## src/rtl/udsp_frame_sequencer.sv

```systemverilog
// Per-sample frame controller: loads inputs, releases the core for one pass, streams results out.
// Optional saturating overrun counter enabled by defining UDSP_SEQ_OVERRUN_CNT_EN.
module udsp_frame_sequencer #(
   parameter int unsigned DAW        = 10,
   parameter int unsigned DWW        = 36,
   parameter int unsigned PROG_LEN   = 512,
   parameter int unsigned PIPE_DRAIN = 3,
   parameter int unsigned N_IN       = 8,
   parameter int unsigned N_OUT      = 8,
   parameter int unsigned IN_BASE    = 0,
   parameter int unsigned OUT_BASE   = 64
) (
   input  logic           clk,
   input  logic           reset,
   input  logic           sample_tick,
   input  logic           in_valid,
   output logic           in_ready,
   input  logic [DWW-1:0] in_data,
   output logic           out_valid,
   input  logic           out_ready,
   output logic [DWW-1:0] out_data,
   output logic           core_start,
   input  logic [DAW-1:0] core_addrW,
   input  logic [DWW-1:0] core_dataW,
   input  logic           core_we,
   input  logic [DAW-1:0] core_addrB,
   output logic [DAW-1:0] mem_addrW,
   output logic [DWW-1:0] mem_dataW,
   output logic           mem_we,
   output logic [DAW-1:0] mem_addrB,
   input  logic [DWW-1:0] mem_dataB,
   output logic           busy,
   output logic [7:0]     overrun_cnt
);

   localparam int unsigned RunLen = PROG_LEN + PIPE_DRAIN;
   localparam int unsigned RunW   = $clog2(RunLen + 1);
   localparam logic [DAW-1:0] InBaseA  = DAW'(IN_BASE);
   localparam logic [DAW-1:0] OutBaseA = DAW'(OUT_BASE);

   typedef enum logic [2:0] {StIdle, StLoad, StRun, StRd, StCap, StHold} state_e;

   state_e          state_q, state_d;
   logic [6:0]      in_idx_q, in_idx_d;
   logic [6:0]      out_idx_q, out_idx_d;
   logic [RunW-1:0] run_q, run_d;
   logic [DWW-1:0]  out_data_q, out_data_d;
   logic            out_valid_q, out_valid_d;
   logic [DAW-1:0]  in_addr, out_addr;

   always_ff @(posedge clk) begin
      if (reset) begin
         state_q     <= StIdle;
         in_idx_q    <= '0;
         out_idx_q   <= '0;
         run_q       <= '0;
         out_data_q  <= '0;
         out_valid_q <= 1'b0;
      end else begin
         state_q     <= state_d;
         in_idx_q    <= in_idx_d;
         out_idx_q   <= out_idx_d;
         run_q       <= run_d;
         out_data_q  <= out_data_d;
         out_valid_q <= out_valid_d;
      end
   end

   always_comb begin
      state_d     = state_q;
      in_idx_d    = in_idx_q;
      out_idx_d   = out_idx_q;
      run_d       = run_q;
      out_data_d  = out_data_q;
      out_valid_d = out_valid_q;
      unique case (state_q)
         StIdle: begin
            if (sample_tick) begin
               state_d  = StLoad;
               in_idx_d = '0;
            end
         end
         StLoad: begin
            if (in_valid) begin
               if (in_idx_q == 7'(N_IN - 1)) begin
                  state_d = StRun;
                  run_d   = '0;
               end else begin
                  in_idx_d = in_idx_q + 7'd1;
               end
            end
         end
         StRun: begin
            if (run_q == RunW'(RunLen - 1)) begin
               state_d   = StRd;
               out_idx_d = '0;
            end else begin
               run_d = run_q + RunW'(1);
            end
         end
         StRd: state_d = StCap;
         StCap: begin
            // Port-B data for the address issued in StRd arrives this cycle.
            out_data_d  = mem_dataB;
            out_valid_d = 1'b1;
            state_d     = StHold;
         end
         StHold: begin
            if (out_ready) begin
               out_valid_d = 1'b0;
               if (out_idx_q == 7'(N_OUT - 1)) begin
                  state_d = StIdle;
               end else begin
                  out_idx_d = out_idx_q + 7'd1;
                  state_d   = StRd;
               end
            end
         end
         default: state_d = StIdle;
      endcase
   end

   assign in_addr  = InBaseA + DAW'(in_idx_q);
   assign out_addr = OutBaseA + DAW'(out_idx_q);

   always_comb begin
      in_ready   = (state_q == StLoad);
      core_start = (state_q != StRun);
      busy       = (state_q != StIdle);
      out_valid  = out_valid_q;
      out_data   = out_data_q;
      if (state_q == StRun) begin
         mem_we    = core_we;
         mem_addrW = core_addrW;
         mem_dataW = core_dataW;
         mem_addrB = core_addrB;
      end else begin
         mem_we    = (state_q == StLoad) && in_valid;
         mem_addrW = in_addr;
         mem_dataW = in_data;
         mem_addrB = out_addr;
      end
   end

`ifdef UDSP_SEQ_OVERRUN_CNT_EN
   logic [7:0] overrun_q;

   always_ff @(posedge clk) begin
      if (reset) begin
         overrun_q <= '0;
      end else if (sample_tick && (state_q != StIdle) && (overrun_q != 8'hFF)) begin
         overrun_q <= overrun_q + 8'd1;
      end
   end

   assign overrun_cnt = overrun_q;
`else
   assign overrun_cnt = '0;
`endif

endmodule

```

## config.mk

```make
export PLATFORM = sky130hd
export DESIGN_NAME = udsp_frame_sequencer
export DESIGN_NICKNAME = d
export VERILOG_FILES = /design/src/rtl/udsp_frame_sequencer.sv
export SDC_FILE = /design/constraint.sdc
export NUM_CORES = 1
export LEC_CHECK = 0
export CORE_ASPECT_RATIO = 0.6
export CORE_MARGIN = 2
export CORE_UTILIZATION = 39
export DETAILED_ROUTE_END_ITERATION = 8
export GPL_TIMING_DRIVEN = 0
export HOLD_SLACK_MARGIN = 0.05
export PLACE_DENSITY_LB_ADDON = 0.15
export SLEW_MARGIN = 30
export SYNTH_ARGS = -nofsm -noshare
export SYNTH_HDL_FRONTEND = slang
export SYNTH_SLANG_ARGS = --single-unit
```

## constraint.sdc

```tcl
create_clock -name clk -period 5.7 [get_ports clk]
set_input_delay 0.855 -clock clk [delete_from_list [all_inputs] [get_ports clk]]
set_output_delay 0.855 -clock clk [all_outputs]
set_load 0.1 [all_outputs]
```

==> impl_metrics.ini <==
[setup_path]
arrival_ns = 3.57
critPathMostFrequentCell = nand2_1
required_ns = 4.85
crit_chain = buf_6 -> nor3b_2 -> clkbuf_8 -> clkbuf_1 -> nand2_1 -> nand2_1 -> clkdlybuf4s50_1
cp_slowest_cell = clkdlybuf4s50_1
path_buf_inv = 4
cpPeakStageDelay_ns = 1.15
worst-path-max-fanout = 10
worst_setup_path_end_kind = primary output
crit_type = reg -> out
cp-start-kind = flip-flop
crit_family = buffers and inverters

[timing]
maxSlewViolCount = 0
rsz0062_at_grt = no
setup_ws_ns = 1.28
post-route-period-util_pct = 77.6
clock_skew_ns = 0.00657
period_minus_slack_ns = 4.42
fin_setup_tns_ns = 0
worstMarginPinSlew_ns = 1.06
slew_headroom_pct = 29.3
fmax_mhz = 226
setup_viol = 0
fin_hold_ws_ns = 0.450
final_hold_viol_count = 0

[place]
portBuffers = 230
dp_hpwl_um = 11300
gp_congestion = 0.887
place_ws_ns = 1.73

[floorplan]
rows = 26
die_y_um = 77.0
start_util_pct = 40.5
coreArea_um2 = 8560
io_pins = 239
dieArea_um2 = 9680
die_w_um = 126

[routing]
wire_per_inst_um = 16.3
dr.pass1.iters = 5
routed_wl_um = 14400
vias = 4422
via_per_inst = 5.01
drc = 0
ant_nets = 0
dr.first_iter.drc_count = 227

[clocking]
post-cts-setup-buffer-count = 0
cts.sinks = 64
clk_pin_slew_ns = 0.05
htreeDepth = 3
cts_tree = yes
cts_made_buffers = 9
cts-resized-gates = 0
cts_hold_buffers = 0
clock_path_buffers = 2
cts-root-buf = clkbuf_16
clock_latency_ns = 0.33

[cells_and_area]
final_cell_mix = nand2_1 (237), clkdlybuf4s50_1 (227), dfxtp_1 (64), a21oi_1 (50), clkbuf_1 (25)
drive_gt1_share_pct = 5.19
antenna_cells = 0
fin_nets = 904
final_common_cell = nand2_1
area_growth_pct = 80.4

[logic_synthesis]
synth_seq_cells = 64
ys.flop_type = dfxtp_1
synthCells = 518
avgSynthCellArea_um2 = 6.69
syn-cell-area_um2 = 3470
async_reset_ff_share_pct = 0
synth_edf_count = 0
synth_cell_types = 50
synth-seq-area-share_pct = 37.0
ys_warn_count = 0

[grt]
grt_start_max_net_pins = 12
antenna_found_initial = 0
grt_pass1_wl_um = 22200
grt_use_total_pct = 28.9
grt_overflow = 0
grt_pass1_vias = 4328

[power_and_ir_drop]
powerDensity_nw_per_um2 = 347
peakVddDrop_mv = 0.220
leakagePower_nw = 2.45

[run]
drv_cap = 0

[run_status]
outcome = finished, final reports clean

[min_path]
hp-class = reg -> reg
==> cell families after synthesis <==
kind of cell    Yosys count  synth area share, %
buf+inv                  46                 6.71
simple gates            314                 38.2
mux                       2                0.614
fa+ha+maj                 4                 1.44
xor+xnor                  8                 2.02
other cells               1                0.108
compound gates           79                 13.9
flops                    64                 37.0
==> path summary, 6_finish.rpt <==
check | startpoint | end | slack (ns) | cells past startpoint
setup / recovery | state_q[0] | mem_dataW[22] | 1.28 | 7
hold / removal | out_data[33] | out_data[33] | 0.45 | 2
setup reg to reg | in_idx_q[3] | run_q[5] | 3.60 | 4
hold reg to reg | out_data[33] | out_data[33] | 0.45 | 2
==> area by class of cell <==
type / count / area, um^2
fill: 675 / 2300
timing repair buffer: 230 / 2290
multi-input combinational: 415 / 1980
sequential: 64 / 1280
clock buffer: 12 / 256
buffer: 38 / 203
tap: 112 / 140
clock inverter: 4 / 76.3
inverter: 8 / 30.0
==> metal layers <==
| metal | global-route usage [%] | up-vias | wire length [um] |
|---|---|---|---|
| met5 | 0 | - | 0 |
| met4 | 6.11 | 0 | 139 |
| met3 | 9.14 | 15 | 1130 |
| met2 | 49.2 | 186 | 6810 |
| met1 | 36.1 | 2041 | 6280 |
| li1 | - | 2180 | - |
==> tightest hold or removal path, cell delays in order, from the launching register on <==
cell and delay [ns]:
dfxtp_1 0.30, nand2_1 0.05, a21oi_1 0.05
==> sequential cells by signal, indices dropped and copies added (netlist names) <==
| name | flops |
|---|---|
| out_data | 36 |
| run_q | 10 |
| in_idx_q | 7 |
| out_idx_q | 7 |
| state_q | 3 |
| out_valid | 1 |
==> per-stage QoR <==
step | utilization [%] | cell area [um^2] | instances | total power [mW]
floorplan | - | 3490 | 525 | 1.27
global placement | 69.4 | 5930 | 867 | 1.57
detailed placement | 69.2 | 5920 | 867 | 1.57
CTS | 73.1 | 6250 | 883 | 2.18
global route | 73.1 | 6250 | 883 | 2.24
finish | 73.1 | 6250 | 883 | 2.17
==> cells in the mapped netlist (all sizes together), types with 3 or more instances <==
cell | number | share of area [%]
a31oi | 6 | 1.1
dfxtp | 64 | 37
a311oi | 4 | 1.0
ha | 4 | 1.4
clkbuf | 25 | 3.0
nor4 | 3 | 0.54
xor2 | 3 | 0.76
o21ai | 8 | 1.2
a21oi | 50 | 7.2
inv | 8 | 0.87
buf | 13 | 2.9
nor2 | 23 | 2.6
nand2 | 237 | 26
xnor2 | 5 | 1.3
nand4 | 6 | 1.1
nand3 | 9 | 1.3
nor3 | 4 | 0.58
or3 | 9 | 1.7
nor3b | 4 | 1.0
and2 | 7 | 1.3
==> report_power, final <==
part           switching [mW]  internal (mW)  total (mW)
sequential             0.0139          0.464       0.478
combinational           0.810          0.283        1.09
clock                   0.194          0.407       0.602
Power figures use the tool's default switching activity.
